===== config.mk =====
export PLATFORM = sky130hd
export DESIGN_NAME = apb_uart_rx_fifo_flat
export DESIGN_NICKNAME = d
export VERILOG_FILES = /design/src/rtl/uart_pkg.sv /design/src/rtl/apb_uart_rx_fifo_if.sv /design/src/rtl/fifo_mem_sp2.sv /design/src/rtl/apb_uart_rx_fifo.sv /design/src/flat_wrapper.sv
export SDC_FILE = /design/constraint.sdc
export NUM_CORES = 1
export LEC_CHECK = 0
export CORE_MARGIN = 5
export CORE_UTILIZATION = 55
export CTS_BUF_LIST = sky130_fd_sc_hd__clkbuf_16
export CTS_CLUSTER_SIZE = 25
export DETAILED_ROUTE_END_ITERATION = 6
export GPL_TIMING_DRIVEN = 0
export PLACE_DENSITY = 0.74
export SLEW_MARGIN = 40
export SYNTH_ARGS = -nofsm -noshare
export SYNTH_HDL_FRONTEND = slang
export SYNTH_HIERARCHICAL = 1
export SYNTH_SLANG_ARGS = --single-unit

===== constraint.sdc =====
create_clock -name PCLK -period 9.25 [get_ports PCLK]
set_input_delay 1.85 -clock PCLK [delete_from_list [all_inputs] [get_ports PCLK]]
set_output_delay 1.85 -clock PCLK [all_outputs]
set_load 0.005 [all_outputs]

===== src/rtl/uart_pkg.sv =====
`default_nettype none
// ------------------------------------------------------------------
// uart_pkg: shared UART constants (APB access size codes, FIFO defaults)
// Rev 1.0
// ------------------------------------------------------------------
package uart_pkg;

    localparam logic [1:0] SIZE_WORD = 2'b00;
    localparam logic [1:0] SIZE_BYTE = 2'b01;
    localparam logic [1:0] SIZE_HALF = 2'b10;

    localparam int UART_FIFO_DATA_W = 32;
    localparam int UART_FIFO_DEPTH  = 8;

endpackage : uart_pkg
`default_nettype wire


===== src/rtl/apb_uart_rx_fifo_if.sv =====
`default_nettype none
// ------------------------------------------------------------------
// apb_uart_rx_fifo_if: push/pop, control and status bundle of the RX FIFO
// Rev 1.0
// ------------------------------------------------------------------
interface apb_uart_rx_fifo_if #(
    parameter int DATA_W = 32,
    parameter int DEPTH  = 8
);
    localparam int ADDR_W = $clog2(DEPTH);

    logic              wr_en;
    logic [DATA_W-1:0] wr_data;
    logic              psel;
    logic              rd_en;
    logic [1:0]        size;
    logic              flush;
    logic              clr_err;
    logic [DATA_W-1:0] rd_data;
    logic              rd_valid;
    logic              full;
    logic              empty;
    logic              almost_full;
    logic              almost_empty;
    logic [ADDR_W:0]   count;
    logic              overflow;
    logic              underflow;

    modport master (
        output wr_en, wr_data, psel, rd_en, size, flush, clr_err,
        input  rd_data, rd_valid, full, empty, almost_full, almost_empty,
               count, overflow, underflow
    );

    modport slave (
        input  wr_en, wr_data, psel, rd_en, size, flush, clr_err,
        output rd_data, rd_valid, full, empty, almost_full, almost_empty,
               count, overflow, underflow
    );

endinterface : apb_uart_rx_fifo_if
`default_nettype wire


===== src/rtl/fifo_mem_sp2.sv =====
`default_nettype none
// ------------------------------------------------------------------
// fifo_mem_sp2: register-array storage, synchronous write, asynchronous read
// Rev 1.0
// ------------------------------------------------------------------
module fifo_mem_sp2 #(
    parameter int DATA_W = 32,
    parameter int DEPTH  = 8
) (
    input  wire logic                     clk,
    input  wire logic                     we,
    input  wire logic [$clog2(DEPTH)-1:0] waddr,
    input  wire logic [DATA_W-1:0]        wdata,
    input  wire logic [$clog2(DEPTH)-1:0] raddr,
    output logic      [DATA_W-1:0]        rdata
);

    logic [DATA_W-1:0] r_mem [DEPTH];

    // Contents are deliberately not reset; pointers alone define validity.
    always_ff @(posedge clk) begin
        if (we) begin
            r_mem[waddr] <= wdata;
        end
    end

    assign rdata = r_mem[raddr];

endmodule : fifo_mem_sp2
`default_nettype wire


===== src/rtl/apb_uart_rx_fifo.sv =====
`default_nettype none
// ------------------------------------------------------------------
// apb_uart_rx_fifo: parametrised UART receive FIFO with size-masked APB pop path
// Rev 1.0
// ------------------------------------------------------------------
module apb_uart_rx_fifo
    import uart_pkg::*;
#(
    parameter int DATA_W   = UART_FIFO_DATA_W,
    parameter int DEPTH    = UART_FIFO_DEPTH,
    parameter int AF_LEVEL = DEPTH - 1,
    parameter int AE_LEVEL = 1
) (
    input  wire logic          PCLK,
    input  wire logic          PRESETn,
    apb_uart_rx_fifo_if.slave  bus
);

    localparam int ADDR_W = $clog2(DEPTH);
    localparam logic [ADDR_W:0] c_af_level = AF_LEVEL[ADDR_W:0];
    localparam logic [ADDR_W:0] c_ae_level = AE_LEVEL[ADDR_W:0];

    logic [ADDR_W:0]   r_wptr;
    logic [ADDR_W:0]   r_rptr;
    logic [DATA_W-1:0] r_rd_data;
    logic              r_rd_valid;
    logic              r_overflow;
    logic              r_underflow;

    logic [ADDR_W:0]   w_count;
    logic              w_full;
    logic              w_empty;
    logic              w_push;
    logic              w_pop;
    logic [DATA_W-1:0] w_mem_rdata;
    logic [DATA_W-1:0] w_mask_data;

    // Extra pointer MSB distinguishes full from empty when the indices match.
    assign w_count = r_wptr - r_rptr;
    assign w_empty = (r_wptr == r_rptr);
    assign w_full  = (r_wptr[ADDR_W] != r_rptr[ADDR_W]) &&
                     (r_wptr[ADDR_W-1:0] == r_rptr[ADDR_W-1:0]);

    assign w_push = bus.wr_en & ~w_full & ~bus.flush;
    assign w_pop  = bus.psel & bus.rd_en & ~w_empty & ~bus.flush;

    fifo_mem_sp2 #(
        .DATA_W (DATA_W),
        .DEPTH  (DEPTH)
    ) u_mem (
        .clk   (PCLK),
        .we    (w_push),
        .waddr (r_wptr[ADDR_W-1:0]),
        .wdata (bus.wr_data),
        .raddr (r_rptr[ADDR_W-1:0]),
        .rdata (w_mem_rdata)
    );

    always_comb begin
        w_mask_data = w_mem_rdata;
        case (bus.size)
            SIZE_BYTE: w_mask_data = {{(DATA_W-8){1'b0}},  w_mem_rdata[7:0]};
            SIZE_HALF: w_mask_data = {{(DATA_W-16){1'b0}}, w_mem_rdata[15:0]};
            default:   w_mask_data = w_mem_rdata;
        endcase
    end

    always_ff @(posedge PCLK or negedge PRESETn) begin
        if (!PRESETn) begin
            r_wptr      <= '0;
            r_rptr      <= '0;
            r_rd_data   <= '0;
            r_rd_valid  <= 1'b0;
            r_overflow  <= 1'b0;
            r_underflow <= 1'b0;
        end else begin
            r_rd_valid <= w_pop;
            if (bus.flush) begin
                r_wptr <= '0;
                r_rptr <= '0;
            end else begin
                if (w_push) r_wptr <= r_wptr + 1'b1;
                if (w_pop)  r_rptr <= r_rptr + 1'b1;
            end
            if (w_pop) r_rd_data <= w_mask_data;

            // Set has priority over clear so no error event is lost.
            if (bus.wr_en & w_full)                 r_overflow <= 1'b1;
            else if (bus.clr_err)                   r_overflow <= 1'b0;
            if (bus.psel & bus.rd_en & w_empty)     r_underflow <= 1'b1;
            else if (bus.clr_err)                   r_underflow <= 1'b0;
        end
    end

    assign bus.rd_data      = r_rd_data;
    assign bus.rd_valid     = r_rd_valid;
    assign bus.full         = w_full;
    assign bus.empty        = w_empty;
    assign bus.almost_full  = (w_count >= c_af_level);
    assign bus.almost_empty = (w_count <= c_ae_level);
    assign bus.count        = w_count;
    assign bus.overflow     = r_overflow;
    assign bus.underflow    = r_underflow;

endmodule : apb_uart_rx_fifo
`default_nettype wire

===== src/flat_wrapper.sv =====
// flat-port wrapper written by rule: the top's interface ports become plain ports
module apb_uart_rx_fifo_flat import uart_pkg::*;
#(
    parameter int DATA_W   = UART_FIFO_DATA_W,
    parameter int DEPTH    = UART_FIFO_DEPTH,
    parameter int AF_LEVEL = DEPTH - 1,
    parameter int AE_LEVEL = 1
)
  (PCLK, PRESETn, bus_wr_en, bus_wr_data, bus_psel, bus_rd_en, bus_size, bus_flush, bus_clr_err, bus_rd_data, bus_rd_valid, bus_full, bus_empty, bus_almost_full, bus_almost_empty, bus_count, bus_overflow, bus_underflow);
  apb_uart_rx_fifo_if #(.DATA_W(DATA_W), .DEPTH(DEPTH)) bus_i ();
  input  wire logic PCLK;
  input  wire logic PRESETn;
  input wire logic [$bits(bus_i.wr_en)-1:0] bus_wr_en;
  input wire logic [$bits(bus_i.wr_data)-1:0] bus_wr_data;
  input wire logic [$bits(bus_i.psel)-1:0] bus_psel;
  input wire logic [$bits(bus_i.rd_en)-1:0] bus_rd_en;
  input wire logic [$bits(bus_i.size)-1:0] bus_size;
  input wire logic [$bits(bus_i.flush)-1:0] bus_flush;
  input wire logic [$bits(bus_i.clr_err)-1:0] bus_clr_err;
  output wire logic [$bits(bus_i.rd_data)-1:0] bus_rd_data;
  output wire logic [$bits(bus_i.rd_valid)-1:0] bus_rd_valid;
  output wire logic [$bits(bus_i.full)-1:0] bus_full;
  output wire logic [$bits(bus_i.empty)-1:0] bus_empty;
  output wire logic [$bits(bus_i.almost_full)-1:0] bus_almost_full;
  output wire logic [$bits(bus_i.almost_empty)-1:0] bus_almost_empty;
  output wire logic [$bits(bus_i.count)-1:0] bus_count;
  output wire logic [$bits(bus_i.overflow)-1:0] bus_overflow;
  output wire logic [$bits(bus_i.underflow)-1:0] bus_underflow;
  assign bus_i.wr_en = bus_wr_en;
  assign bus_i.wr_data = bus_wr_data;
  assign bus_i.psel = bus_psel;
  assign bus_i.rd_en = bus_rd_en;
  assign bus_i.size = bus_size;
  assign bus_i.flush = bus_flush;
  assign bus_i.clr_err = bus_clr_err;
  assign bus_rd_data = bus_i.rd_data;
  assign bus_rd_valid = bus_i.rd_valid;
  assign bus_full = bus_i.full;
  assign bus_empty = bus_i.empty;
  assign bus_almost_full = bus_i.almost_full;
  assign bus_almost_empty = bus_i.almost_empty;
  assign bus_count = bus_i.count;
  assign bus_overflow = bus_i.overflow;
  assign bus_underflow = bus_i.underflow;
  apb_uart_rx_fifo #(.DATA_W(DATA_W), .DEPTH(DEPTH), .AF_LEVEL(AF_LEVEL), .AE_LEVEL(AE_LEVEL)) u_core (.PCLK(PCLK), .PRESETn(PRESETn), .bus(bus_i));
endmodule

==> results.json <==
{
  "p_int_mw": 2.46,
  "clk_path_buf_depth": 3,
  "fin_skew_ns": 0.00970,
  "route.layer.met1.wl_um": 10400,
  "wl_per_cell_um": 26.1,
  "hold_viol": 0,
  "clk_pin_slew_ns": 0.06,
  "grt_max_degree": 28,
  "postCtsSetupBuffers": 0,
  "cts_num_sinks": 299,
  "ff2ff_path_depth": 11,
  "drt_iter0_markers": 526,
  "netlist_instances": 549,
  "drtPass1Iterations": 5,
  "dp_hpwl_um": 16300,
  "cp_data_arrival_time_ns": 2.82,
  "cts_tree": "built",
  "outcome": "finished, final reports clean",
  "drv_cap": 0,
  "critPathTopFamily": "buffers and inverters",
  "syn_nets": 597,
  "synth_edf_count": 256,
  "finalCritPeriodShare_pct": 50.5,
  "worst-path-max-fanout": 9,
  "start_util_pct": 56.0,
  "vdd_drop_max_v": 0.000166,
  "coreArea_mm2": 0.0212,
  "antenna_found_initial": 0,
  "setup_violations": 0,
  "p_seq_share_pct": 50.3,
  "hold_depth": 1,
  "max_freq_mhz": 214,
  "cpMaxStageDelayCell": "clkdlybuf4s50_1",
  "synthesis.area_mm2": 0.0119,
  "ys_ff_latch": 299,
  "min-delay-start": "u_core/bus.rd_data[28]",
  "vias": 6010,
  "end_kind": "output port",
  "critPathLaunchType": "flop",
  "route.detailed.drc": 0,
  "port_buffers": 83,
  "rsz0062_at_grt": "no",
  "synth_ff_type": "edfxtp_1",
  "rows": 53,
  "hold_path.class": "flop to flop",
  "rr_endpoint": "u_core/u_mem/r_mem[0][1]",
  "power_frac_clock_pct": 38.4,
  "hold_slack_ns": 0.499,
  "n_fill_cell": 1284,
  "utilization_pct": 68.4,
  "fin_ws_ns": 4.58,
  "clock_latency_ns": 0.54,
  "avgSynthCellArea_um2": 21.6,
  "grt-ovfl-total": 0,
  "yosysWarnings": 6,
  "cts_root_buf": "clkbuf_16",
  "cpPeakStageDelay_ns": 0.55,
  "relSlewSlack_pct": 46.7,
  "slew_viol_final": 0,
  "cp_data_required_time_ns": 7.40,
  "worstReg2RegStart": "u_core/r_wptr[0]",
  "switching_power_mw": 0.659,
  "comb_power_share_pct": 11.3,
  "die_y_um": 157,
  "min_to": "u_core/bus.rd_data[28]",
  "postCtsHoldBufs": 0,
  "async_flop_share_pct": 14.4,
  "r2r_slack_ns": 5.35,
  "drive_gt1_share_pct": 23.8,
  "area.growth.synth_to_final_pct": 22.1,
  "setup_tns_ns": 0,
  "die_w_um": 157,
  "min_period_ns": 4.67,
  "ys_seq_area_share_pct": 73.9,
  "viasPerCell": 6.09,
  "wl_met3_um": 1850,
  "wirelength_um": 25700,
  "synthDistinctLibCells": 38,
  "grt_pass1_vias": 6460,
  "finalPower_mw": 3.12,
  "swShare_pct": 21.1,
  "grt_pass1_wl_um": 39100,
  "gp_congestion": 0.864,
  "path_class": "flop to output port",
  "grt_use_total_pct": 21.5,
  "critPathBufInv": 2,
  "nets": 737,
  "htreeDepth": 1,
  "cts_buffers": 30,
  "final_antenna_net_count": 0,
  "highest_layer": "met4",
  "route.met2.wl_um": 12900,
  "io_pins": 84,
  "worst_pin_slew_ns": 0.799,
  "fp.dieArea_mm2": 0.0246,
  "leakage_nw": 4.99,
  "dp_slack_ns": 4.35,
  "p_per_area_mw_per_mm2": 216,
  "cts.repair.resized": 0,
  "cp_cell_sequence": "inv_1 -> ha_1 -> fa_1 -> xor2_1 -> o32ai_1 -> clkdlybuf4s50_1"
}
worst max-delay path by stage:
stage          cells after the start  slack, ns             start                        to
6_report                           6       4.58  u_core/r_wptr[0]           bus_almost_full
5_1_grt                            6       4.44  u_core/r_wptr[0]           bus_almost_full
4_1_cts                            6       4.54  u_core/r_wptr[0]           bus_almost_full
3_5_place_dp                       8       4.35         bus_wr_en  u_core/u_mem/r_mem[0][1]
3_3_place_gp                       5       1.29         bus_wr_en  u_core/u_mem/r_mem[4][3]
2_1_floorplan                      4       4.18         bus_wr_en  u_core/u_mem/r_mem[0][0]
placed cells by master (no fill, tap or decap), types with 8 or more instances in the layout:
cell type | Yosys | routed
a22o_1 | 9 | 9
a32o_1 | 17 | 17
buf_16 | 0 | 9
buf_2 | 11 | 14
buf_4 | 0 | 8
buf_6 | 9 | 11
clkbuf_16 | 0 | 31
clkdlybuf4s50_1 | 0 | 82
dfrtp_1 | 43 | 43
edfxtp_1 | 256 | 256
inv_1 | 11 | 18
mux2_2 | 41 | 41
mux4_1 | 40 | 40
mux4_2 | 24 | 24
nor2_1 | 18 | 11
nor3b_1 | 8 | 8
cell type report:
class	count	area (um^2)	share of cell area, %
sequential	299	8760	60.5
multi-input combinational	210	2920	20.1
timing repair buffer	108	1230	8.50
clock buffer	31	776	5.36
tap	275	344	2.38
clock inverter	23	214	1.48
buffer	29	190	1.31
inverter	11	41.3	0.285
antenna	1	2.50	0.0173
per-layer routing:
layer  global-route usage [%]  vias to the layer above
met4                     5.29                        0
li1                         -                     2591
met1                     29.6                     3104
met3                     4.09                       53
met2                     36.1                      262
met5                        0                        -
cell usage after synthesis, drive strengths merged (2+ instances only):
master	instances	share of area, %
nand3	3	0.13
nor3	2	0.084
nor3b	8	0.51
and3	2	0.11
mux2	46	4.5
nand2	6	0.19
dfrtp	43	9.1
a22o	9	0.67
ha	6	0.63
buf	25	1.5
a32o	17	1.4
inv	11	0.35
edfxtp	256	65
nor2	18	0.57
mux4	64	13
xor2	2	0.15
nand2b	3	0.16
clkbuf	4	0.13
a21oi	6	0.28
nor2b	5	0.26
logic make-up after synthesis:
group	Yosys count	synth area share, %
AND/OR/NAND/NOR	50	2.17
buffers and inverters	40	1.95
multiplexers	111	18.0
XOR/XNOR	3	0.222
adder cells (fa/ha/maj)	7	0.802
AO/OA/AOI/OAI	39	2.88
flip-flops	299	73.9
registers in the layout (all words and copies together), names as in the netlist:
register,count
u_core/bus.rd_data,32
u_core/bus.rd_valid,1
u_core/bus.underflow,1
u_core/u_mem/r_mem,256
u_core/r_rptr,4
u_core/r_wptr,4
u_core/bus.overflow,1
power by group through the flow:
stage | clock, mW | combinational, mW | sequential [mW]
global placement | 0 | 0.335 | 1.59
global route | 1.28 | 0.379 | 1.58
detailed placement | 0 | 0.352 | 1.60
finish | 1.20 | 0.352 | 1.57
CTS | 1.22 | 0.357 | 1.57
floorplan | 0 | 0.152 | 1.59
metrics by stage:
step                instance area [um^2]  cells
floorplan                          11900    549
global placement                   13000    907
detailed placement                 13500    932
CTS                                14500    986
global route                       14500    986
finish                             14500    987
No activity file was read; power rests on OpenSTA's default activity.
==> patch (same flow settings) <==
Set the package constant `UART_FIFO_DATA_W` to 28 (it was 32).
--- a/src/rtl/uart_pkg.sv
+++ b/src/rtl/uart_pkg.sv
@@ -9,7 +9,7 @@
     localparam logic [1:0] SIZE_BYTE = 2'b01;
     localparam logic [1:0] SIZE_HALF = 2'b10;
 
-    localparam int UART_FIFO_DATA_W = 32;
+    localparam int UART_FIFO_DATA_W = 28;
     localparam int UART_FIFO_DEPTH  = 8;
 
 endpackage : uart_pkg
Ports: changed (resized bus_rd_data and bus_wr_data); port bits go from 84 to 76. The function was not compared with the original's and may differ.
==> patch against the original RTL <==
- sequential share of layout area increased by 0.21 points
- area after synthesis decreased by 13%
- final area shrank 12%
- wire length fell by 17%
- fmax increased by 0.27%
- sequential cell count down 36
- worst setup slack improved by 12 ps
- core utilization down 0.20 points
- clock skew up 1.2 ps
- die area down 12%
- first-iteration DRC count shrank 30%
- power decreased by 11%
- final cell count is 11% lower
- critical path type unchanged
- critical endpoint unchanged
- largest cell class unchanged
==> patch: results (changes against the original RTL) <==
<table>
<tr><th>Metric</th><th>Value</th></tr>
<tr><th colspan="2">Route</th></tr>
<tr><td>Total detailed-routing wirelength</td><td>21350 um (-17%)</td></tr>
<tr><td>Post-DR vias/cell</td><td>5.975 (-1.9%)</td></tr>
<tr><th colspan="2">Yosys</th></tr>
<tr><td>Adder-cell share of the synthesized area</td><td>0.009201 (+0.001179)</td></tr>
<tr><td>Net count after synthesis</td><td>536 (-10%)</td></tr>
<tr><td>Xor-xnor portion of the synthesized cell area</td><td>0.002542 (+0.0003258)</td></tr>
<tr><td>Commonest cells in the netlist</td><td>edfxtp_1, mux4_2, mux2_2</td></tr>
<tr><td>Async set or reset register ratio after synthesis</td><td>0.1483 (+0.004476)</td></tr>
<tr><td>EDFF count, synth</td><td>224 (-13%)</td></tr>
<tr><td>Fraction of synthesized area in multiplexers</td><td>0.1709 (-0.009444)</td></tr>
<tr><td>Share of synthesized area occupied by flip-flops and latches</td><td>0.7453 (+0.005992)</td></tr>
<tr><th colspan="2">Final layout</th></tr>
<tr><td>Number of flip-flops under the largest register name</td><td>224 (-13%)</td></tr>
<tr><td>Fillers</td><td>1141 (-11%)</td></tr>
<tr><td>Area of the multi-input gates</td><td>2499 um^2 (-14%)</td></tr>
<tr><td>Final antenna diode count</td><td>0 (-1)</td></tr>
<tr><th colspan="2">Timing</th></tr>
<tr><td>Period utilization</td><td>0.5040 (-0.001350)</td></tr>
<tr><td>Max-Slew Margin vs Limit</td><td>0.4819 (+0.01480)</td></tr>
<tr><td>Minimum hold slack</td><td>497.6 ps (-1.653 ps)</td></tr>
<tr><th colspan="2">Worst setup path</th></tr>
<tr><td>WP data arrival</td><td>2810 ps (about the same)</td></tr>
<tr><td>Register-to-Register Setup Slack</td><td>5340 ps (about the same)</td></tr>
<tr><th colspan="2">Run status</th></tr>
<tr><td>Outcome</td><td>completed</td></tr>
<tr><th colspan="2">Place</th></tr>
<tr><td>Placement Cell Area</td><td>11760 um^2 (-13%)</td></tr>
<tr><td>Weighted congestion at the end of routability-driven global placement</td><td>0.8363 (-3.2%)</td></tr>
<tr><td>Pre-CTS setup slack</td><td>4306 ps (-40.02 ps)</td></tr>
<tr><th colspan="2">Worst hold path</th></tr>
<tr><td>Min-Delay Endpoint</td><td>u_core/bus.underflow</td></tr>
<tr><td>Beginning of the worst hold path</td><td>u_core/bus.underflow</td></tr>
</table>
## patch: cell types whose count changed in the layout (fill, tap and decap cells not counted), moves of 6 or more
cell,unedited run,this run
mux4_1,40,6
edfxtp_1,256,224
clkbuf_1,4,10
mux4_2,24,50
clkdlybuf4s50_1,82,74
## patch: final cells by class
class / count / area share
Buffer: 24 / 0.01164
Clock buffer: 27 / 0.05328
Clock inverter: 23 / 0.01815
Inverter: 11 / 0.003256
Multi-Input combinational cell: 194 / 0.1970
Sequential cell: 263 / 0.6074
Tap cell: 234 / 0.02309
Timing Repair Buffer: 99 / 0.08614
## patch: metal layers
| metal | share of wire | wire (um) | GRT usage | vias to the layer above |
|---|---|---|---|---|
| met5 | 0 | 0 | 0 | - |
| met4 | 0.019 | 409 | 0.05172 | 0 |
| met3 | 0.069 | 1466 | 0.04010 | 36 |
| met2 | 0.49 | 10540 | 0.3334 | 197 |
| met1 | 0.42 | 8935 | 0.2851 | 2705 |
| li1 | - | - | - | 2290 |
## patch: report_power, final
| part | switching [uW] | internal [uW] | total, uW |
|---|---|---|---|
| logic | 122 | 190 | 312 |
| clock network | 440 | 648 | 1090 |
| registers | 33.1 | 1350 | 1380 |
| total | 595 | 2180 | 2780 |
## patch: critical path, delay by kind of cell (launching register included)
family | cells | cell delay [ps]
XOR/XNOR | 1 | 180
buffers and inverters | 2 | 680
AO/OA/AOI/OAI | 1 | 250
adder cells (fa/ha/maj) | 2 | 640
flip-flops | 1 | 530
## patch: kinds of logic after synthesis
| kind of cell | Yosys count |
|---|---|
| AND/OR/NAND/NOR | 50 |
| buffers and inverters | 35 |
| XOR/XNOR | 3 |
| multiplexers | 99 |
| flip-flops | 263 |
| adder cells (fa/ha/maj) | 7 |
| AO/OA/AOI/OAI | 35 |
